## config.mk

```make
export PLATFORM = sky130hd
export DESIGN_NAME = mul_sequencer_flat
export DESIGN_NICKNAME = d
export VERILOG_FILES = /design/src/rtl/mul_sequencer_if.sv /design/src/rtl/mul_sequencer.sv /design/src/flat_wrapper.sv
export SDC_FILE = /design/constraint.sdc
export NUM_CORES = 1
export LEC_CHECK = 0
export ABC_CLOCK_PERIOD_IN_PS = 6200
export CAP_MARGIN = 20
export CELL_PAD_IN_SITES_DETAIL_PLACEMENT = 0
export CELL_PAD_IN_SITES_GLOBAL_PLACEMENT = 2
export CORE_MARGIN = 1.5
export CORE_UTILIZATION = 29
export CTS_CLUSTER_SIZE = 40
export DETAILED_ROUTE_END_ITERATION = 8
export PLACE_DENSITY_LB_ADDON = 0.1
export SYNTH_ARGS = -nofsm -noshare
export SYNTH_HDL_FRONTEND = slang
export SYNTH_SLANG_ARGS = --single-unit
```

## constraint.sdc

```tcl
create_clock -name clk -period 6.2 [get_ports clk]
set_clock_uncertainty 0.15 [all_clocks]
set_input_delay 1.24 -clock clk [delete_from_list [all_inputs] [get_ports clk]]
set_output_delay 1.24 -clock clk [all_outputs]
set_load 0.02 [all_outputs]
```

## src/rtl/mul_sequencer_if.sv

```systemverilog
// Request/result and ALU-drive signals between the EXE stage and mul_sequencer.
// The slave modport is the sequencer; the master modport is the EXE stage side.
interface mul_sequencer_if #(
    parameter int WIDTH = 32
);
    logic             start;
    logic [WIDTH-1:0] op_a;
    logic [WIDTH-1:0] op_b;
    logic             set_flags;
    logic [3:0]       status_in;
    logic [3:0]       alu_command;
    logic [WIDTH-1:0] alu_operand1;
    logic [WIDTH-1:0] alu_operand2;
    logic [WIDTH-1:0] alu_result;
    logic             busy;
    logic             done;
    logic [WIDTH-1:0] product;
    logic [3:0]       status_out;
    logic             status_we;

    modport master (
        output start, op_a, op_b, set_flags, status_in, alu_result,
        input  alu_command, alu_operand1, alu_operand2, busy, done, product, status_out, status_we
    );

    modport slave (
        input  start, op_a, op_b, set_flags, status_in, alu_result,
        output alu_command, alu_operand1, alu_operand2, busy, done, product, status_out, status_we
    );
endinterface

```

## src/rtl/mul_sequencer.sv

```systemverilog
// Shift-add MUL controller: borrows the EXE-stage ALU for one ADD per set multiplier bit
// and returns the low WIDTH bits of the product plus NZCV for write-back.
module mul_sequencer #(
    parameter int WIDTH      = 32,
    parameter int EARLY_EXIT = 1
) (
    input  logic           clk,
    input  logic           rst,
    mul_sequencer_if.slave bus
);
    localparam int               CNT_W    = $clog2(WIDTH) + 1;
    localparam logic [CNT_W-1:0] CNT_LAST = CNT_W'(WIDTH);
    localparam logic [3:0]       ALU_NOP  = 4'b0000;
    localparam logic [3:0]       ALU_ADD  = 4'b0010;

    typedef enum logic [1:0] {
        IDLE = 2'd0,
        ITER = 2'd1,
        DONE = 2'd2
    } state_t;

    state_t           state_q, state_d;
    logic [WIDTH-1:0] m_q, m_d;
    logic [WIDTH-1:0] q_q, q_d;
    logic [WIDTH-1:0] acc_q, acc_d;
    logic [WIDTH-1:0] product_q, product_d;
    logic [CNT_W-1:0] cnt_q, cnt_d;
    logic [3:0]       status_q, status_d;
    logic             sf_q, sf_d;
    logic             exit_iter;

    // N and Z come from the product; C and V are not touched by MUL.
    function automatic logic [3:0] result_flags(input logic [WIDTH-1:0] res,
                                                input logic [3:0]       prev);
        result_flags = {res[WIDTH-1], (res == '0), prev[1], prev[0]};
    endfunction

    assign exit_iter = ((EARLY_EXIT != 0) && (q_q == '0)) || (cnt_q == CNT_LAST);

    always_comb begin
        state_d          = state_q;
        m_d              = m_q;
        q_d              = q_q;
        acc_d            = acc_q;
        cnt_d            = cnt_q;
        sf_d             = sf_q;
        product_d        = product_q;
        status_d         = status_q;
        bus.alu_command  = ALU_NOP;
        bus.alu_operand1 = '0;
        bus.alu_operand2 = '0;
        bus.busy         = 1'b0;
        bus.done         = 1'b0;

        case (state_q)
            IDLE: begin
                if (bus.start) begin
                    m_d     = bus.op_a;
                    q_d     = bus.op_b;
                    acc_d   = '0;
                    cnt_d   = '0;
                    sf_d    = bus.set_flags;
                    state_d = ITER;
                end
            end

            ITER: begin
                bus.busy = 1'b1;
                if (exit_iter) begin
                    product_d = acc_q;
                    status_d  = result_flags(acc_q, bus.status_in);
                    state_d   = DONE;
                end else begin
                    // The ALU is only borrowed on cycles that actually accumulate.
                    if (q_q[0]) begin
                        bus.alu_command  = ALU_ADD;
                        bus.alu_operand1 = acc_q;
                        bus.alu_operand2 = m_q;
                        acc_d            = bus.alu_result;
                    end
                    m_d   = m_q << 1;
                    q_d   = q_q >> 1;
                    cnt_d = cnt_q + CNT_W'(1);
                end
            end

            DONE: begin
                bus.done = 1'b1;
                state_d  = IDLE;
            end

            default: state_d = IDLE;
        endcase
    end

    always_ff @(posedge clk) begin
        if (!rst) begin
            state_q   <= IDLE;
            m_q       <= '0;
            q_q       <= '0;
            acc_q     <= '0;
            cnt_q     <= '0;
            sf_q      <= 1'b0;
            product_q <= '0;
            status_q  <= '0;
        end else begin
            state_q   <= state_d;
            m_q       <= m_d;
            q_q       <= q_d;
            acc_q     <= acc_d;
            cnt_q     <= cnt_d;
            sf_q      <= sf_d;
            product_q <= product_d;
            status_q  <= status_d;
        end
    end

    assign bus.product    = product_q;
    assign bus.status_out = status_q;
    assign bus.status_we  = (state_q == DONE) && sf_q;

endmodule
```

## src/flat_wrapper.sv

```systemverilog
// flat-port wrapper written by rule: the top's interface ports become plain ports
module mul_sequencer_flat 
#(
    parameter int WIDTH      = 32,
    parameter int EARLY_EXIT = 1
)
  (clk, rst, bus_start, bus_op_a, bus_op_b, bus_set_flags, bus_status_in, bus_alu_result, bus_alu_command, bus_alu_operand1, bus_alu_operand2, bus_busy, bus_done, bus_product, bus_status_out, bus_status_we);
  mul_sequencer_if #(.WIDTH(WIDTH)) bus_i ();
  input  logic clk;
  input  logic rst;
  input wire logic [$bits(bus_i.start)-1:0] bus_start;
  input wire logic [$bits(bus_i.op_a)-1:0] bus_op_a;
  input wire logic [$bits(bus_i.op_b)-1:0] bus_op_b;
  input wire logic [$bits(bus_i.set_flags)-1:0] bus_set_flags;
  input wire logic [$bits(bus_i.status_in)-1:0] bus_status_in;
  input wire logic [$bits(bus_i.alu_result)-1:0] bus_alu_result;
  output wire logic [$bits(bus_i.alu_command)-1:0] bus_alu_command;
  output wire logic [$bits(bus_i.alu_operand1)-1:0] bus_alu_operand1;
  output wire logic [$bits(bus_i.alu_operand2)-1:0] bus_alu_operand2;
  output wire logic [$bits(bus_i.busy)-1:0] bus_busy;
  output wire logic [$bits(bus_i.done)-1:0] bus_done;
  output wire logic [$bits(bus_i.product)-1:0] bus_product;
  output wire logic [$bits(bus_i.status_out)-1:0] bus_status_out;
  output wire logic [$bits(bus_i.status_we)-1:0] bus_status_we;
  assign bus_i.start = bus_start;
  assign bus_i.op_a = bus_op_a;
  assign bus_i.op_b = bus_op_b;
  assign bus_i.set_flags = bus_set_flags;
  assign bus_i.status_in = bus_status_in;
  assign bus_i.alu_result = bus_alu_result;
  assign bus_alu_command = bus_i.alu_command;
  assign bus_alu_operand1 = bus_i.alu_operand1;
  assign bus_alu_operand2 = bus_i.alu_operand2;
  assign bus_busy = bus_i.busy;
  assign bus_done = bus_i.done;
  assign bus_product = bus_i.product;
  assign bus_status_out = bus_i.status_out;
  assign bus_status_we = bus_i.status_we;
  mul_sequencer #(.WIDTH(WIDTH), .EARLY_EXIT(EARLY_EXIT)) u_core (.clk(clk), .rst(rst), .bus(bus_i));
endmodule
```

After elaboration in Yosys (flattened, before gate mapping):

Index checks and enable logic that the tools add are counted.

* flip-flop bits (word level): 141
* input port bits: 104
* output and inout port bits: 107
* logic and storage cells: 54

* $add $sub $neg: 1
* equality and inequality tests: 7
* mux-type cells: 27
* reduce and logical (&&, ||, !) cells: 11

Operators by type and width (number)
* 32-bit two-way mux: 13
* 32-bit one-hot mux with 2 select lines: 3
* 32-bit zero test: 2
* 6-bit two-way mux: 2
* 6-bit one-hot mux with 2 select lines: 1
* 4-bit two-way mux: 2
* 6-bit by 1-bit adder with 6-bit output, second input constant: 1
* 6-bit equality test, second input constant: 1
* 2-bit two-way mux: 3
* 2-bit AND reduction: 3
* 2-bit by 1-bit inequality test with 1-bit output, second input constant: 2
* 2-bit inequality test, second input constant: 2
* 2-bit one-hot mux with 2 select lines: 1
* 4-bit AND reduction: 1
* 3-bit AND reduction: 1
* 2-bit by 1-bit equality test with 1-bit output, second input constant: 1
* 2-bit equality test, second input constant: 1
* 2-bit zero test: 1
* 1-bit two-way mux: 2
* 2-bit nonzero test: 1
* 1-bit logical AND: 1
* 1-bit logical OR: 1

Longest topological paths before layout:

Gate-level depths: netlist (run 1).

* depth after elaboration: 4
* mapped depth: 9
* gate-level depth less buffers: 7

Worst setup path before layout (run 1):

OpenSTA, ideal clock, no wires.

* path type: reg-to-output
* from: register u_core.state_q[1]
* to: output bus_alu_operand1[0]
* arrival time: 1.699 ns
* required time: 4.810 ns
* setup slack: 3.111 ns
* stages on the path, launching flop included: 10
* path buffers: 3
* cell sequence: dfxtp_1 nand2b_1 buf_2 inv_2 and2_1 o211ai_1 inv_2 clkbuf_1 clkbuf_1 and2_1

* word-level cells in the longest chain between the ends: 2

Ends and longest elaborated chain
* start, declared: RTL line mul_sequencer.sv:22 `state_t state_q, state_d;`
* start signal, assigned: RTL line mul_sequencer.sv:107 `state_q <= state_d;`
* 2-bit by 1-bit equality test with 1-bit output: RTL line mul_sequencer.sv:55 `case (state_q)`
* 32-bit two-way mux: RTL line mul_sequencer.sv:55
* end, declared: RTL line flat_wrapper.sv:18 `output wire logic [$bits(bus_i.alu_operand1)-1:0] bus_alu_operand1;`

No other way between the ends.

Worst setup path after layout (run 1):

* from: register u_core.q_q[6]
* to: output bus_alu_operand2[8]

* word-level cells in the longest chain between the ends: 4

Ends and longest elaborated chain
* start, declared: RTL line mul_sequencer.sv:24 `logic [WIDTH-1:0] q_q, q_d;`
* start signal, assigned: RTL line mul_sequencer.sv:109 `q_q <= q_d;`
* 32-bit zero test: RTL line mul_sequencer.sv:38 `assign exit_iter = ((EARLY_EXIT != 0) && (q_q == '0)) || (cnt_q == CNT_LAST);`
* 1-bit logical OR: RTL line mul_sequencer.sv:38
* 32-bit two-way mux: RTL line mul_sequencer.sv:69 `if (exit_iter) begin`
* 32-bit two-way mux: RTL line mul_sequencer.sv:55
* end, declared: RTL line flat_wrapper.sv:19 `output wire logic [$bits(bus_i.alu_operand2)-1:0] bus_alu_operand2;`

No other way between the ends.

==> results.md, run 1 <==
* RSZ-0062 raised after global routing: false
* Reg2Reg Launch Point: u_core.q_q[6]
* Post-route antenna net violation count at 0
* Die footprint at 23920 µm²
* Setup Fix Bufs, Post-CTS at 0
* Vias in the first global route at around 5800
* CTS tree: built
* Least-Margin Pin Slew at 1.063 ns
* Hold Path Sink: u_core.bus.product[6]
* Mapped Avg Cell Area at between 8 and 9 µm²
* Slew headroom at 0.2911
* Fin. Hold Viols at 0
* Num ports at 211
* Worst endpoint required time at between 4 and 5 ns
* # port buffers at around 210
* CP endpoint kind: output port
* Status: complete, no violations
* Global-route wire length before repair at slightly above 30000 µm
* Slowest CP cell: clkdlybuf4s50_1
* Final Util at 0.4188
* H-tree level count at 4
* Residual DRC count at 0
* Maximum VDD drop at about 0.16 mV
* Resized Gates After CTS at 0
* Initial antenna violation count at 0
* Startpoint types: flop
* Number of flops mapped to enable cells by yosys at 0
* Final wirelength at a little under 20000 µm
* R2R Path End: u_core.m_q[25]
* Yosys reg bits at 140
* Yosys top cell area share at 0.4203
* Routed via count at 5850
* Worst-path cell chain: nor4_1, nand4_1, o211ai_1, inv_2, and2_1, clkdlybuf4s50_1
* Post-synthesis sequential area ratio at 0.4203
* Fillers at around 2300
* Mapped Cells at ~750
* Synth cell types at 35
* Worst hold start: u_core.bus.product[6]
* Period utilization at 0.7444
* Async set-reset flop share out of synthesis at 0
* Reg2reg path depth at 6
* Cell leakage power at slightly above 4 nW
* Hold-fix buffers, CTS at 0
* Period minus WS final at ~4.6 ns
* Num CTS Buffers at 17
* Initial Util at 0.2955
* Achievable Freq at between 0.2 and 0.25 GHz
* Clock sink count at 140
* Crit path kind: flop to output port
* Starting DRT DRC Count at approximately 280
* Max cap viols at 0
* Hpwl dp at roughly 13000 µm
* Worst hold path depth at 2
* Die Ht at between 150 and 200 µm
* Drt first pass iters at 4
* Pre-CTS WS at between 1.5 and 2 ns
* Core area at about 23000 µm²
* GRT Resource Usage Total at 0.1638
* Final setup viols at 0
* Longest Clk Path Bufs at 2
* Hold Crit Class: flop to flop
* Area Overhead vs Synth at 41.76%
* Fin nets at 1015
* Buf/Inv on CP at 2
* Fin Hold WS at roughly 0.3 ns
* TNS Setup at 0 ns
* Site row count at 55
* DR vias/cell at just under 5
* Final slew viol count at 0
* Power Density at about 250 nW/µm²
* Yosys warns at 0
* Layout cells sized above 1 at 0.05423
* Worst reg2reg setup slack at 3.43 ns
* Worst-path clk slew at approximately 0.06 ns
* Total gr overflow at 0
* Setup ws final at between 1.5 and 2 ns
* Cell taking the most area after synthesis: dfxtp_1
* Pin count of the biggest net entering global routing at 96
* WL/cell at 16.11 µm
* Routability cong. at approximately 0.73
* Worst Path Arrival at ~3.2 ns
* Ant diodes at 0
* Synthesized area at between 6000 and 7000 µm²
* Top delay family on crit path: simple AND/OR/NAND/NOR gates
* Clock latency on the worst-skew pair at roughly 0.42 ns
* Total power at between 0.002 and 0.0025 W
* CTS Root Buffer Type: clkbuf_16
* CP Max Fanout at 65
* Worst path max stage delay at around 0.55 ns
* Synth Flop Type: dfxtp_1
* Top post-synthesis cells by area: dfxtp_1 (42%), mux2i_1 (15%), o211a_1 (9.3%)
* Die X at 154.6 µm
## power breakdown
group | leakage (nW) | total [W] | internal, W | switching, W
combinational | 2.57 | 0.000306 | 0.000155 | 0.000151
clock | 0.311 | 0.00108 | 0.000666 | 0.000416
sequential | 1.14 | 0.000987 | 0.000949 | 0.0000380
## how the worst max path moves through the flow
stage | start | to | cells past startpoint
2_1_floorplan | u_core.state_q[1] | bus_alu_operand1[0] | 9
3_3_place_gp | u_core.q_q[16] | bus_alu_operand1[30] | 6
3_5_place_dp | u_core.q_q[6] | bus_alu_operand2[24] | 6
4_1_cts | u_core.q_q[16] | bus_alu_operand1[24] | 6
5_1_grt | u_core.q_q[16] | bus_alu_operand1[30] | 6
6_report | u_core.q_q[6] | bus_alu_operand2[8] | 6
## cell type report
cell class / count / area (µm²) / area share
flip-flops and latches: 140 / 2803 / 0.2965
multi-input cells: 532 / 3505 / 0.3707
clock inverters: 13 / 180.2 / 0.01906
clock buffers: 19 / 452.9 / 0.04791
repair buffers: 214 / 2142 / 0.2266
well taps: 285 / 356.6 / 0.03772
inverters: 4 / 15.01 / 0.001588
## cell usage after synthesis, drive strengths merged (4+ instances only)
master	count
a21boi	4
o211a	62
nand2	114
nor4	14
mux2i	97
clkbuf	47
and2	72
inv	4
nand3	40
nand4	4
dfxtp	140
buf	27
o21ai	100
## layer usage
| metal | part of all wire | wire [µm] | vias up | track usage |
|---|---|---|---|---|
| li1 | - | - | 2967 | - |
| met3 | 0.069 | 1348 | 12 | 0.05996 |
| met2 | 0.45 | 8834 | 153 | 0.2649 |
| met4 | 0.0096 | 187 | 0 | 0.04258 |
| met5 | 0 | 0 | - | 0 |
| met1 | 0.47 | 9079 | 2718 | 0.2059 |
## placed cells by master (no fill, tap or decap), drive strengths merged, types with 2 or more instances in the layout
master         netlist  layout
o21ai              100     100
conb                 1       3
nor2b                2       2
nor4                14      14
and3                 2       2
o22ai                2       2
mux2i               97      97
or4                  2       2
nor3b                2       2
nand3               40      40
clkdlybuf4s50        0     204
dfxtp              140     140
clkbuf              47      19
o211a               62      62
nand2              114     114
nand4                4       4
bufinv               0       3
buf                 27      10
a21boi               4       4
ha                   2       2
o211ai               2       2
inv                  4       9
clkinv               0       5
and2                72      72
## metrics by stage
| step | std cells | cell area, µm² |
|---|---|---|
| 3_3_place_gp | 1173 | 8781 |
| 6_report | 1207 | 9454 |
| 5_1_grt | 1207 | 9454 |
| 3_5_place_dp | 1174 | 8801 |
| 4_1_cts | 1206 | 9434 |
| 2_1_floorplan | 750 | 6676 |
## state kept, by name, indices dropped and copies added, names as in the netlist
register and cells:
u_core.acc_q 32, u_core.bus.product 32, u_core.bus.status_out 3, u_core.cnt_q 6, u_core.m_q 32, u_core.q_q 32
u_core.sf_q 1, u_core.state_q 2
## worst reg2reg max path, delay by kind of cell (launching register included)
family          cells  cell delay (ns)
simple gates        3             1.10
flops               1             0.33
buf+inv             1             0.40
compound gates      2             0.68
## kinds of logic (layout without fill, tap and decap cells)
logic type | count (synthesis) | count (layout) | share of synthesized area
AND/OR/NAND/NOR | 256 | 256 | 0.1904
AO/OA/AOI/OAI | 174 | 174 | 0.1822
buffers and inverters | 78 | 250 | 0.05722
multiplexers | 97 | 97 | 0.1456
adder cells (fa/ha/maj) | 2 | 2 | 0.003752
flip-flops | 140 | 140 | 0.4203
other | 1 | 3 | 0.0005623
Power figures use the tool's default switching activity.
==> run 2: changes to the inputs <==
--- a/config.mk
+++ b/config.mk
@@ -5,12 +5,12 @@
 export SDC_FILE = /design/constraint.sdc
 export NUM_CORES = 1
 export LEC_CHECK = 0
-export ABC_CLOCK_PERIOD_IN_PS = 6200
+export ABC_CLOCK_PERIOD_IN_PS = 3900
 export CAP_MARGIN = 20
 export CELL_PAD_IN_SITES_DETAIL_PLACEMENT = 0
 export CELL_PAD_IN_SITES_GLOBAL_PLACEMENT = 2
 export CORE_MARGIN = 1.5
-export CORE_UTILIZATION = 29
+export CORE_UTILIZATION = 24
 export CTS_CLUSTER_SIZE = 40
 export DETAILED_ROUTE_END_ITERATION = 8
 export PLACE_DENSITY_LB_ADDON = 0.1
==> constraint.sdc (replaced) <==
create_clock -name clk -period 3.9 [get_ports clk]
set_clock_uncertainty 0.15 [all_clocks]
set_input_delay 0.78 -clock clk [delete_from_list [all_inputs] [get_ports clk]]
set_output_delay 0.78 -clock clk [all_outputs]
set_load 0.02 [all_outputs]
==> run 2 against run 1 <==
Net effect: setup slack worse by 1.4 ns; largest power group unchanged; critical endpoint is now bus_alu_operand1[12]; count of clock-buffer cells in the layout unchanged; register-to-register slack worse by 2.2 ns; critical path type unchanged.
==> results.md, run 2 (synthesis gave the netlist of run 1 again) <==
* Status: complete, no violations (unchanged)
* Worst path max stage delay at 0.56 ns (was 0.55 ns)
* Post-route antenna net violation count at 0 (unchanged)
* Hold Crit Class: flop to flop (unchanged)
* Slowest CP cell: clkdlybuf4s50_1 (unchanged)
* Die footprint at 28800 µm² (was 23920 µm²)
* Worst endpoint required time at 2.97 ns (was 4.81 ns)
* Worst-path clk slew at 0.06 ns (about the same)
* Hpwl dp at 14150 µm (was 12730 µm)
* Starting DRT DRC Count at 374 (was 275)
* Initial antenna violation count at 0 (unchanged)
* Ant diodes at 0 (unchanged)
* Max cap viols at 0 (unchanged)
* Final slew viol count at 0 (unchanged)
* Slew headroom at 0.2908 (was 0.2911)
* Achievable Freq at about 0.27 GHz
* TNS Setup at 0 ns (unchanged)
* CTS tree: built (unchanged)
* Pin count of the biggest net entering global routing at 85 (was 96)
* Total gr overflow at 0 (unchanged)
* Least-Margin Pin Slew at 1.064 ns (was 1.063 ns)
* Layout cells sized above 1 at 0.06048 (was 0.05423)
* Num CTS Buffers at 17 (unchanged)
* Crit path kind: flop to output port (unchanged)
* Hold Path Sink: u_core.bus.product[0] (was u_core.bus.product[6])
* Final wirelength at 21430 µm (was 19450 µm)
* Top delay family on crit path: buffers and inverters (was simple AND/OR/NAND/NOR gates)
* Reg2Reg Launch Point: u_core.q_q[31] (was u_core.q_q[6])
* H-tree level count at 4 (unchanged)
* Drt first pass iters at 4 (unchanged)
* Period minus WS final at 3.727 ns
* Worst Path Arrival at 2.80 ns (was 3.23 ns)
* Period utilization at 0.9555
* Clock latency on the worst-skew pair at 0.42 ns (about the same)
* Core area at 27100 µm² (was 22570 µm²)
* Setup ws final at 0.1734 ns (was 1.585 ns)
* Global-route wire length before repair at 33700 µm (was 31170 µm)
* Die Ht at 169.7 µm (was 154.6 µm)
* Commonest non-fill, non-tap cells in the layout: clkdlybuf4s50_1 (200), dfxtp_1 (140), nand2_1 (113) (was clkdlybuf4s50_1 (204), dfxtp_1 (140), nand2_1 (113))
* Clock sink count at 140 (unchanged)
* # port buffers at 205 (unchanged)
* Startpoint types: flop (unchanged)
* CP endpoint kind: output port (unchanged)
* Routed via count at 5952 (was 5850)
* Worst reg2reg setup slack at 1.20 ns (was 3.43 ns)
* Reg2reg path depth at 6 (unchanged)
* Buf/Inv on CP at 3 (was 2)
* Site row count at 60 (was 55)
* Fin. Hold Viols at 0 (unchanged)
* Area Overhead vs Synth at 43.70% (was 41.76%)
* Residual DRC count at 0 (unchanged)
* RSZ-0062 raised after global routing: false (unchanged)
* Maximum VDD drop at 0.2181 mV (was 0.1619 mV)
* Die X at 169.7 µm (was 154.6 µm)
* Num ports at 211 (unchanged)
* Worst-path cell chain: nor4_1, nand4_1, o211ai_1, inv_2, buf_6, and2_1, clkdlybuf4s50_1 (was nor4_1, nand4_1, o211ai_1, inv_2, and2_1, clkdlybuf4s50_1)
* Routability cong. at 0.7423 (was 0.7270)
* Cell leakage power at 4.089 nW (was 4.029 nW)
* Vias in the first global route at 6118 (was 5790)
* Initial Util at 0.2461 (was 0.2955)
* DR vias/cell at 4.586 (was 4.847)
* Power Density at 387.6 nW/µm² (was 251.2 nW/µm²)
* Worst hold start: u_core.bus.product[0] (was u_core.bus.product[6])
* Commonest non-fill, non-tap cell in the layout: clkdlybuf4s50_1 (unchanged)
* CP Max Fanout at 44 (was 65)
* CTS Root Buffer Type: clkbuf_16 (unchanged)
* GRT Resource Usage Total at 0.1497 (was 0.1638)
* Final setup viols at 0 (unchanged)
* WL/cell at 16.51 µm (was 16.11 µm)
* Fin nets at 1020 (was 1015)
* Longest Clk Path Bufs at 2 (unchanged)
* R2R Path End: u_core.q_q[2] (was u_core.m_q[25])
* Pre-CTS WS at 0.3670 ns (was 1.989 ns)
* Worst hold path depth at 2 (unchanged)
[run 2: cell type report]
| type | instances | area (µm²) |
|---|---|---|
| Fill cell | 2822 | 17520 |
| Inverter | 4 | 15.01 |
| Sequential cell | 140 | 2803 |
| Clock inverter | 12 | 140.1 |
| Tap cell | 372 | 465.4 |
| Clock buffer | 19 | 442.9 |
| Multi-Input combinational cell | 532 | 3523 |
| Timing Repair Buffer | 219 | 2193 |
[run 2: how the worst max path moves through the flow]
stage                      start                    to  slack, ns  depth (start not counted)
6_report          u_core.q_q[31]  bus_alu_operand1[12]       0.17                          7
5_1_grt            u_core.q_q[7]  bus_alu_operand1[12]       0.03                          7
4_1_cts           u_core.q_q[16]  bus_alu_operand1[20]      0.006                          8
3_5_place_dp      u_core.q_q[16]  bus_alu_operand1[20]       0.37                          7
3_3_place_gp      u_core.q_q[16]  bus_alu_operand1[20]       0.36                          7
2_1_floorplan  u_core.state_q[1]   bus_alu_operand1[0]       1.27                          9
[run 2: report_power, final]
group / total [W] / leakage (nW) / internal (W) / switching (W)
Combinational: 0.000505 / 2.68 / 0.000254 / 0.000251
Sequential: 0.00157 / 1.14 / 0.00151 / 0.0000620
Clock: 0.00164 / 0.265 / 0.000963 / 0.000675
Total: 0.00371 / 4.09 / 0.00273 / 0.000988
[run 2: what timing repair did]
item / in CTS / in global routing
pin swaps: 1 / 2
resized for setup: 2 / 6
setup buffers: 1 / 0
hold buffers: 0 / 0
setup endpoints to repair: 44 / 44
hold endpoints to repair: 0 / 0
[run 2: stage by stage]
stage               hold slack (ns)  cell area [µm²]  instances  total power [W]    util
finish                       0.3051             9583       1298         0.003714  0.3536
global route                 0.3253             9583       1298         0.003887  0.3536
CTS                          0.3100             9563       1298         0.003772  0.3529
detailed placement           0.2983             8960       1266         0.002108  0.3306
global placement             0.2954             8960       1266         0.002102  0.3306
floorplan                    0.2889             6676        750         0.001897       -
[run 2: worst reg2reg max path, stage by stage, from the launching register on]
cell and delay (ns):
dfxtp_1 0.35, nor4_1 0.36, nand4_1 0.29, o21bai_2 0.41
nand2_2 0.44, buf_12 0.34, o211a_1 0.25
[run 2: metal layers]
layer,track usage,vias to the layer above,wire length (µm)
met1,0.1841,2819,9570
met3,0.04734,17,1550
met2,0.2477,153,10020
met4,0.04771,0,296
li1,-,2963,-
met5,0,-,0
==> run 3: changes to the inputs <==
--- a/config.mk
+++ b/config.mk
@@ -9,7 +9,7 @@
 export CAP_MARGIN = 20
 export CELL_PAD_IN_SITES_DETAIL_PLACEMENT = 0
 export CELL_PAD_IN_SITES_GLOBAL_PLACEMENT = 2
-export CORE_MARGIN = 1.5
+export CORE_MARGIN = 2
 export CORE_UTILIZATION = 24
 export CTS_CLUSTER_SIZE = 40
 export DETAILED_ROUTE_END_ITERATION = 8
==> run 3 against run 2 <==
Net effect: count of clock-buffer cells in the layout decreased by 1; sequential share of layout area about the same; setup slack got worse by 0.0093 ns; register-to-register slack about the same; critical path depth unchanged; combinational power about the same; non-clock buffer count decreased by 2; critical path type unchanged.
==> results.md, run 3 (synthesis gave the netlist of run 1 again) <==
* Final setup viols at 0 (unchanged)
* Worst endpoint required time at 2.97 ns (about the same)
* Longest Clk Path Bufs at 2 (unchanged)
* TNS Setup at 0 ns (unchanged)
* Num CTS Buffers at 17 (unchanged)
* Startpoint types: flop (unchanged)
* # port buffers at 205 (unchanged)
* Switch share at 0.2605 (was 0.2660)
* Placed cells at 1270 (was 1266)
* Vias in the first global route at 5910 (was 6118)
* Commonest non-fill, non-tap cell in the layout: clkdlybuf4s50_1 (unchanged)
* Pre-CTS WS at 0.5057 ns (was 0.3670 ns)
* Routed via count at 5944 (was 5952)
* Least-Margin Pin Slew at 1.084 ns (was 1.064 ns)
* Maximum VDD drop at 0.2227 mV (was 0.2181 mV)
* Routability cong. at 0.7229 (was 0.7423)
* Net switching power at 0.0009765 W (was 0.0009879 W)
* Multi-input gate area at 3517 µm² (was 3523 µm²)
* Cell leakage power at 4.026 nW (was 4.089 nW)
* Area Overhead vs Synth at 43.88% (was 43.70%)
* Clock sink count at 140 (unchanged)
* Clock latency on the worst-skew pair at 0.42 ns (about the same)
* GRT Resource Usage Total at 0.1434 (was 0.1497)
* Final slew viol count at 0 (unchanged)
* Final wirelength at 20990 µm (was 21430 µm)
* Final Instance Area at 9595 µm² (was 9583 µm²)
* Drt first pass iters at 6 (was 4)
* DR vias/cell at 4.562 (was 4.586)
* Fin nets at 1018 (was 1020)
* RSZ-0062 raised after global routing: false (unchanged)
* Hold Crit Class: flop to flop (unchanged)
* Commonest non-fill, non-tap cells in the layout: clkdlybuf4s50_1 (204), dfxtp_1 (140), nand2_1 (113) (was clkdlybuf4s50_1 (200), dfxtp_1 (140), nand2_1 (113))
* Layout cells sized above 1 at 0.05736 (was 0.06048)
* Initial antenna violation count at 1 (was 0)
* Comb pwr share at 0.134 (was 0.136)
* Site row count at 61 (was 60)
* Total gr overflow at 0 (unchanged)
* Sequential share of power at 0.419 (was 0.423)
* Setup ws final at 0.1641 ns (was 0.1734 ns)
* CP Max Fanout at 65 (was 44)
* Worst Path Arrival at 2.81 ns (was 2.80 ns)
* Post-route antenna net violation count at 0 (unchanged)
* Period minus WS final at 3.736 ns (was 3.727 ns)
* Final Util at 0.3483 (was 0.3536)
* Achievable Freq at 0.2677 GHz (was 0.2683 GHz)
* Die Ht at 170.7 µm (was 169.7 µm)
* Hpwl dp at 13740 µm (was 14150 µm)
* Initial Util at 0.2420 (was 0.2461)
* Hold-fix buffers, CTS at 0 (unchanged)
* CTS Root Buffer Type: clkbuf_16 (unchanged)
* Worst-path clk slew at 0.07 ns (was 0.06 ns)
* Power Density at 390.7 nW/µm² (was 387.6 nW/µm²)
* Status: complete, no violations (unchanged)
* Core area at 27550 µm² (was 27100 µm²)
* CTS tree: built (unchanged)
* Pin count of the biggest net entering global routing at 88 (was 85)
* WL/cell at 16.11 µm (was 16.51 µm)
* Crit path kind: flop to output port (unchanged)
* Dpl cell area at 8977 µm² (was 8960 µm²)
* Die footprint at 29140 µm² (was 28800 µm²)
* Fillers at 2834 (was 2822)
* Global-route wire length before repair at 32540 µm (was 33700 µm)
* Die X at 170.7 µm (was 169.7 µm)
* Fin. Hold Viols at 0 (unchanged)
* Final cell count without fillers at 1303 (was 1298)
* Residual DRC count at 0 (unchanged)
* Num ports at 211 (unchanged)
* Internal power at 0.002772 W (was 0.002726 W)
* Clk pwr share at 0.447 (was 0.441)
* Reg area at 2803 µm² (unchanged)
* CP endpoint kind: output port (unchanged)
* Slew headroom at 0.2776 (was 0.2908)
* H-tree level count at 4 (unchanged)
* Max cap viols at 0 (unchanged)
* Starting DRT DRC Count at 273 (was 374)
* Period utilization at 0.9579 (was 0.9555)
-- run 3: worst paths after layout --
path	start	end	slack, ns	depth (start not counted)
setup / recovery	u_core.q_q[16]	bus_alu_operand1[31]	0.16	7
hold / removal	u_core.bus.product[27]	u_core.bus.product[27]	0.31	2
setup reg to reg	u_core.q_q[16]	u_core.m_q[10]	1.20	6
hold reg to reg	u_core.bus.product[27]	u_core.bus.product[27]	0.31	2
-- run 3: through the flow --
| stage | hold slack [ns] | total power, W |
|---|---|---|
| after floorplan | 0.2889 | 0.001897 |
| after global placement | 0.2957 | 0.002101 |
| after detailed placement | 0.2963 | 0.002109 |
| after CTS | 0.3119 | 0.003822 |
| after global routing | 0.3291 | 0.003925 |
| final | 0.3062 | 0.003749 |
-- run 3: power by group through the flow --
stage,logic [W],registers [W],clock network [W]
finish,0.000504,0.00157,0.00167
global placement,0.000503,0.00160,0
floorplan,0.000316,0.00158,0
detailed placement,0.000509,0.00160,0
CTS,0.000511,0.00157,0.00174
global route,0.000556,0.00158,0.00179
-- run 3: what timing repair did --
action / CTS / global route
endpoints found under the setup margin: 0 / 64
buffers inserted: 0 / 1
gates resized for setup: 0 / 2
-- run 3: layout make-up --
type	count	share of cell area
Antenna cell	1	0.0002608
Multi-Input combinational cell	532	0.3665
Sequential cell	140	0.2921
Inverter	4	0.001565
Clock buffer	18	0.04473
Tap cell	378	0.04929
Timing Repair Buffer	217	0.2282
Clock inverter	13	0.01734
-- run 3: critical path, stage by stage (launching register included) --
cell and delay [ns]:
dfxtp_1 0.33, nor4_2 0.36, nand4_1 0.28, o211ai_1 0.31
inv_2 0.07, buf_12 0.17, and2_1 0.21, clkdlybuf4s50_1 0.57
-- run 3: metal layers --
layer,GRT usage,up-vias,share of wire
met2,0.2360,146,0.46
met3,0.03979,16,0.061
met1,0.1802,2826,0.46
met5,0,-,0
met4,0.04831,0,0.015
li1,-,2956,-
